`config.mk`:
```
export PLATFORM = sky130hd
export DESIGN_NAME = mem_bus_arbiter
export DESIGN_NICKNAME = d
export VERILOG_FILES = /design/src/rtl/mem_bus_arbiter_pkg.sv /design/src/rtl/mem_bus_arbiter_arb_rr2.sv /design/src/rtl/mem_bus_arbiter.sv
export SDC_FILE = /design/constraint.sdc
export NUM_CORES = 1
export LEC_CHECK = 0
export ABC_AREA = 0
export BUFFER_PORTS_ARGS = -buffer_cell sky130_fd_sc_hd__buf_2
export CORE_ASPECT_RATIO = 0.7
export CORE_MARGIN = 2
export CORE_UTILIZATION = 25
export DETAILED_ROUTE_END_ITERATION = 6
export SLEW_MARGIN = 20
export SYNTH_ARGS = -nofsm -noshare
export SYNTH_HDL_FRONTEND = slang
export SYNTH_SLANG_ARGS = --single-unit
```
`constraint.sdc`:
```
create_clock -name clk -period 2.18 [get_ports clk]
set_clock_uncertainty 0.2 [all_clocks]
set_input_delay 0.109 -clock clk [delete_from_list [all_inputs] [get_ports clk]]
set_output_delay 0.109 -clock clk [all_outputs]
set_load 0.005 [all_outputs]
```
`src/rtl/mem_bus_arbiter_pkg.sv`:
```
// Shared definitions for the two-master memory bus arbiter: FSM states,
// arbitration mode codes, the default timeout error word and a sizing helper.
package mem_bus_arbiter_pkg;

  typedef enum logic [1:0] {
    ST_IDLE = 2'd0,
    ST_BUSY = 2'd1,
    ST_DONE = 2'd2
  } state_e;

  localparam int ARB_RR    = 0;  // round-robin between m0 and m1
  localparam int ARB_FIXED = 1;  // m0 always wins a tie; m1 can starve

  localparam logic [31:0] ERR_RDATA_DEFAULT = 32'hDEAD_BEEF;

  // Width of the timeout counter; at least one bit so TIMEOUT=0 still elaborates.
  function automatic int cnt_width(input int limit);
    return (limit > 0) ? $clog2(limit + 1) : 1;
  endfunction

endpackage

```
`src/rtl/mem_bus_arbiter_arb_rr2.sv`:
```
// 2-way grant logic: a lone requester always wins; on a tie, round-robin
// picks the master not granted last, fixed priority picks m0.
module mem_bus_arbiter_arb_rr2 (
  input  logic [1:0] req,
  input  logic       fixed_prio,
  input  logic       last,
  output logic       gnt
);

  // Combinational winner selection; gnt is only consumed when req != 0.
  always_comb begin
    gnt = last;
    case (req)
      2'b01:   gnt = 1'b0;
      2'b10:   gnt = 1'b1;
      2'b11:   gnt = fixed_prio ? 1'b0 : ~last;
      default: gnt = last;
    endcase
  end

endmodule

```
`src/rtl/mem_bus_arbiter.sv`:
```
// Two-master arbiter for the native valid/ready memory bus. One transaction
// in flight: IDLE (arbitrate + latch payload) -> BUSY (slave request held,
// timeout counting) -> DONE (ready pulse to the owner) -> IDLE.
module mem_bus_arbiter
  import mem_bus_arbiter_pkg::*;
#(
  parameter int          ARB_MODE  = ARB_RR,
  parameter int          TIMEOUT   = 255,
  parameter logic [31:0] ERR_RDATA = ERR_RDATA_DEFAULT
) (
  input  logic        clk,
  input  logic        resetn,
  input  logic        m0_valid,
  input  logic [31:0] m0_addr,
  input  logic [31:0] m0_wdata,
  input  logic [3:0]  m0_wstrb,
  output logic [31:0] m0_rdata,
  output logic        m0_ready,
  input  logic        m1_valid,
  input  logic [31:0] m1_addr,
  input  logic [31:0] m1_wdata,
  input  logic [3:0]  m1_wstrb,
  output logic [31:0] m1_rdata,
  output logic        m1_ready,
  output logic        s_valid,
  output logic [31:0] s_addr,
  output logic [31:0] s_wdata,
  output logic [3:0]  s_wstrb,
  input  logic [31:0] s_rdata,
  input  logic        s_ready,
  output logic        grant,
  output logic        busy,
  output logic        err
);

  localparam int            CW         = cnt_width(TIMEOUT);
  localparam logic [CW-1:0] CNT_LAST   = CW'(TIMEOUT - 1);
  localparam logic [CW-1:0] CNT_MAX    = '1;
  localparam logic          FIXED_PRIO = (ARB_MODE == ARB_FIXED);

  state_e        state_q, state_d;
  logic          grant_q, grant_d;
  logic [31:0]   addr_q, addr_d;
  logic [31:0]   wdata_q, wdata_d;
  logic [3:0]    wstrb_q, wstrb_d;
  logic [31:0]   m0_rdata_q, m0_rdata_d;
  logic [31:0]   m1_rdata_q, m1_rdata_d;
  logic          m0_ready_q, m0_ready_d;
  logic          m1_ready_q, m1_ready_d;
  logic          err_q, err_d;
  logic [CW-1:0] cnt_q, cnt_d;
  logic          arb_gnt;
  logic          timeout_hit;

  mem_bus_arbiter_arb_rr2 u_arb (
    .req        ({m1_valid, m0_valid}),
    .fixed_prio (FIXED_PRIO),
    .last       (grant_q),
    .gnt        (arb_gnt)
  );

  // Timeout fires on the last allowed BUSY cycle; s_ready takes precedence below.
  assign timeout_hit = (TIMEOUT != 0) && (cnt_q == CNT_LAST);

  // Next-state, payload capture, response routing and timeout counting.
  always_comb begin
    state_d    = state_q;
    grant_d    = grant_q;
    addr_d     = addr_q;
    wdata_d    = wdata_q;
    wstrb_d    = wstrb_q;
    m0_rdata_d = m0_rdata_q;
    m1_rdata_d = m1_rdata_q;
    m0_ready_d = 1'b0;
    m1_ready_d = 1'b0;
    err_d      = 1'b0;
    cnt_d      = cnt_q;
    case (state_q)
      ST_IDLE: begin
        if (m0_valid || m1_valid) begin
          state_d = ST_BUSY;
          grant_d = arb_gnt;
          cnt_d   = '0;
          if (arb_gnt) begin
            addr_d  = m1_addr;
            wdata_d = m1_wdata;
            wstrb_d = m1_wstrb;
          end else begin
            addr_d  = m0_addr;
            wdata_d = m0_wdata;
            wstrb_d = m0_wstrb;
          end
        end
      end
      ST_BUSY: begin
        if (s_ready) begin
          state_d = ST_DONE;
          if (grant_q) begin
            m1_rdata_d = s_rdata;
            m1_ready_d = 1'b1;
          end else begin
            m0_rdata_d = s_rdata;
            m0_ready_d = 1'b1;
          end
        end else if (timeout_hit) begin
          state_d = ST_DONE;
          err_d   = 1'b1;
          if (grant_q) begin
            m1_rdata_d = ERR_RDATA;
            m1_ready_d = 1'b1;
          end else begin
            m0_rdata_d = ERR_RDATA;
            m0_ready_d = 1'b1;
          end
        end else if (cnt_q != CNT_MAX) begin
          cnt_d = cnt_q + CW'(1);
        end
      end
      ST_DONE: begin
        state_d = ST_IDLE;
        cnt_d   = '0;
      end
      default: state_d = ST_IDLE;
    endcase
  end

  // State and datapath registers; reset clears everything, grant points at m1
  // so the first round-robin tie goes to m0.
  always_ff @(posedge clk or negedge resetn) begin
    if (!resetn) begin
      state_q    <= ST_IDLE;
      grant_q    <= 1'b1;
      addr_q     <= '0;
      wdata_q    <= '0;
      wstrb_q    <= '0;
      m0_rdata_q <= '0;
      m1_rdata_q <= '0;
      m0_ready_q <= 1'b0;
      m1_ready_q <= 1'b0;
      err_q      <= 1'b0;
      cnt_q      <= '0;
    end else begin
      state_q    <= state_d;
      grant_q    <= grant_d;
      addr_q     <= addr_d;
      wdata_q    <= wdata_d;
      wstrb_q    <= wstrb_d;
      m0_rdata_q <= m0_rdata_d;
      m1_rdata_q <= m1_rdata_d;
      m0_ready_q <= m0_ready_d;
      m1_ready_q <= m1_ready_d;
      err_q      <= err_d;
      cnt_q      <= cnt_d;
    end
  end

  assign s_valid  = (state_q == ST_BUSY);
  assign busy     = (state_q != ST_IDLE);
  assign s_addr   = addr_q;
  assign s_wdata  = wdata_q;
  assign s_wstrb  = wstrb_q;
  assign m0_rdata = m0_rdata_q;
  assign m1_rdata = m1_rdata_q;
  assign m0_ready = m0_ready_q;
  assign m1_ready = m1_ready_q;
  assign grant    = grant_q;
  assign err      = err_q;

endmodule
```
==> impl_metrics.env <==
export IMPL_hold_viol=0
export IMPL_status="complete, no violations"
export IMPL_final_cell_mix="309 x buf_2, 173 x dlygate4sd3_1, 144 x dfrtp_1, 73 x nand2_1, 72 x o21ai_0"
export IMPL_syn_to_final_growth_pct=72.8
export IMPL_synth_warnings=0
export IMPL_syn_num_nets=711
export IMPL_reg2reg_depth=8
export IMPL_wl_microns=22600
export IMPL_io_buffers=310
export IMPL_cts_max_path_buffers=2
export IMPL_p_per_area_mw_per_mm2=1160
export IMPL_synthAdderAreaFrac=0.00391
export IMPL_grt_max_degree=96
export IMPL_required_ns=2.28
export IMPL_drtIter0Drc=222
export IMPL_drt_met1_wl_microns=10200
export IMPL_place_congestion=0.777
export IMPL_ir_drop_v=0.000495
export IMPL_whs_ns=0.0264
export IMPL_fin_cells=1382
export IMPL_syn_cell_area_sq_mm=0.00640
export IMPL_ant_nets=0
export IMPL_syn_avg_cell_area_sq_um=11.9
export IMPL_cts_root_buf="clkbuf_16"
export IMPL_htree_levels=4
export IMPL_synth_edff_count=0
export IMPL_worstPathCellList="inv_2 > ha_4 > nand3_4 > o21bai_4 > nor3b_4 > buf_6 > clkbuf_16 > mux2_2"
export IMPL_drc=0
export IMPL_ys_ff_latch=146
export IMPL_async_flop_share=1.00
export IMPL_fin_crit_sh=0.960
export IMPL_hold_path_class="primary input to async pin"
export IMPL_rsz0062_at_grt="false"
export IMPL_regToRegSetupSlack_ns=0.09
export IMPL_clock_latency_ns=0.41
export IMPL_dieArea_sq_mm=0.0269
export IMPL_stdcell_area_sq_mm=0.0111
export IMPL_critical_path_class="flop to flop"
export IMPL_startpoint_type="flop"
export IMPL_cts_tree="built"
export IMPL_ys_seq_area_frac=0.571
export IMPL_regArea_sq_mm=0.00366
export IMPL_finalSetupViolCount=0
export IMPL_sw_frac_of_total=0.332
export IMPL_first_pass_iters=4
export IMPL_vias_per_cell=4.35
export IMPL_clk_pin_slew_worst_paths_ns=0.06
export IMPL_rows=48
export IMPL_regToRegEndpoint="m0_rdata[22]"
export IMPL_ios=311
export IMPL_cts_sinks=146
export IMPL_p_leak_nw=5.31
export IMPL_synth_simple_area_share=0.0969
export IMPL_period_minus_slack_ns=2.09
export IMPL_n_antenna_cell=0
export IMPL_syn_inst=536
export IMPL_max_slew_margin=0.600
export IMPL_via_count=6011
export IMPL_grt_overflow=0
export IMPL_synth_cell_types=39
export IMPL_nNetsFinal=1219
export IMPL_worstMarginPinSlew_ns=0.600
export IMPL_fin_setup_tns_ns=0
export IMPL_die_h_microns=138
export IMPL_antenna_found_initial=0
export IMPL_p_int_mw=8.56
export IMPL_top_layer="met4"
export IMPL_pwr_share_comb=0.403
export IMPL_r2r_start="cnt_q[0]"
export IMPL_synth_xor_area_frac=0
export IMPL_drive_gt1_frac=0.432
export IMPL_grt_pass1_wl_microns=33500
export IMPL_power_share_sequential=0.352
export IMPL_place_area_sq_mm=0.00853
export IMPL_final_common_cell="buf_2"
export IMPL_crit_slowest_cell="dfrtp_1"
export IMPL_fmax_mhz=478
export IMPL_synth_compound_area_share=0.0788
export IMPL_synthFlopType="dfrtp_1"
export IMPL_placedCellCount=1168
export IMPL_grt_usage=0.162
export IMPL_slew_viol_final=0
export IMPL_critPathMaxFanout=8
export IMPL_core_area_sq_mm=0.0249
export IMPL_wl_per_cell_microns=16.4
export IMPL_die_width_microns=195
export IMPL_initial_core_util=0.257
export IMPL_synth_mux_area_fraction=0.222
export IMPL_cts_made_buffers=17
export IMPL_maxCapViolCount=0
export IMPL_clock_power_share=0.245
export IMPL_first_global_vias=6305
export IMPL_multi_input_area_sq_mm=0.00263
export IMPL_synth_top_family_by_area="multiplexers"
export IMPL_power_net_switching_mw=4.25
export IMPL_wl_met3_microns=1110
export IMPL_dpl_hpwl_microns=13400
export IMPL_fill_cells=2295
export IMPL_crit_arrival_ns=2.19
export IMPL_wl_met2_microns=10900
export IMPL_endpoint_kind="flop"
export IMPL_slowest_delay_ns=0.38
## registers in the layout, summed over array words and instances (netlist names)
register and cells:
m0_ready 1, grant 1, s_addr 32, s_wdata 32, cnt_q 8, s_wstrb 4
err 1, m1_rdata 32, state_q 2, m1_ready 1, m0_rdata 32
## layout make-up
class | count | area share
inverters | 3 | 0.00102
flip-flops and latches | 146 | 0.331
clock inverters | 9 | 0.0139
repair buffers | 522 | 0.338
well taps | 325 | 0.0368
multi-input cells | 354 | 0.238
clock buffers | 23 | 0.0423
## logic make-up after synthesis
logic type / after synthesis
flip-flops: 146
AND/OR/NAND/NOR: 126
buffers and inverters: 36
adder cells (fa/ha/maj): 2
multiplexers: 134
AO/OA/AOI/OAI: 92
## cells in the mapped netlist, drive strengths merged, types with 4 or more instances
| cell | count | area [sq um] |
|---|---|---|
| a21oi | 5 | 25.0 |
| a31oi | 4 | 25.0 |
| and2 | 9 | 56.3 |
| buf | 15 | 96.3 |
| clkbuf | 18 | 67.6 |
| dfrtp | 145 | 3630 |
| mux2 | 65 | 732 |
| mux2i | 69 | 691 |
| nand2 | 73 | 274 |
| nand2b | 26 | 163 |
| nand3 | 5 | 30.0 |
| o21ai | 73 | 365 |
## power by group through the flow
| stage | Combinational (mW) | Sequential [mW] | Clock, mW |
|---|---|---|---|
| floorplan | 2.29 | 4.63 | 0 |
| global placement | 4.59 | 4.51 | 0 |
| detailed placement | 4.67 | 4.54 | 0 |
| CTS | 4.92 | 4.52 | 3.23 |
| global route | 5.66 | 4.66 | 3.36 |
| finish | 5.17 | 4.51 | 3.13 |
## critical path, delay by kind of cell (launching register included)
family                   cells  cell delay (ns)
AO/OA/AOI/OAI                1             0.16
adder cells (fa/ha/maj)      1             0.15
multiplexers                 1             0.33
flip-flops                   1             0.38
buffers and inverters        3             0.45
AND/OR/NAND/NOR              2             0.29
## per-stage QoR
| stage | total power [mW] | util | setup WS, ns |
|---|---|---|---|
| 4_1_cts | 12.7 | 0.436 | 0.0445 |
| 6_report | 12.8 | 0.444 | 0.0866 |
| 3_3_place_gp | 9.10 | 0.342 | 0.112 |
| 5_1_grt | 13.7 | 0.444 | 0.00225 |
| 2_1_floorplan | 6.91 | - | 0.0399 |
| 3_5_place_dp | 9.21 | 0.342 | 0.0646 |
## worst max path at each step
stage / start / end / slack [ns]
6_report: cnt_q[0] / m0_rdata[22] / 0.09
5_1_grt: cnt_q[0] / m0_rdata[22] / 0.002
4_1_cts: cnt_q[0] / m0_rdata[3] / 0.04
3_5_place_dp: cnt_q[0] / m0_rdata[3] / 0.06
3_3_place_gp: grant / s_addr[1] / 0.11
2_1_floorplan: cnt_q[0] / m0_rdata[10] / 0.04
## routing by layer
layer  up-vias  track usage
met3        37       0.0581
li1       2884            -
met5         -            0
met1      2902        0.192
met2       188        0.276
met4         0       0.0547
## repair_timing
action / 4_1_cts / 5_1_grt
setup buffers: 0 / 4
hold buffers: 173 / 0
hold endpoints to repair: 283 / 0
resized for setup: 0 / 9
endpoints found under the setup margin: 0 / 40
No activity file was read; power rests on OpenSTA's default activity.
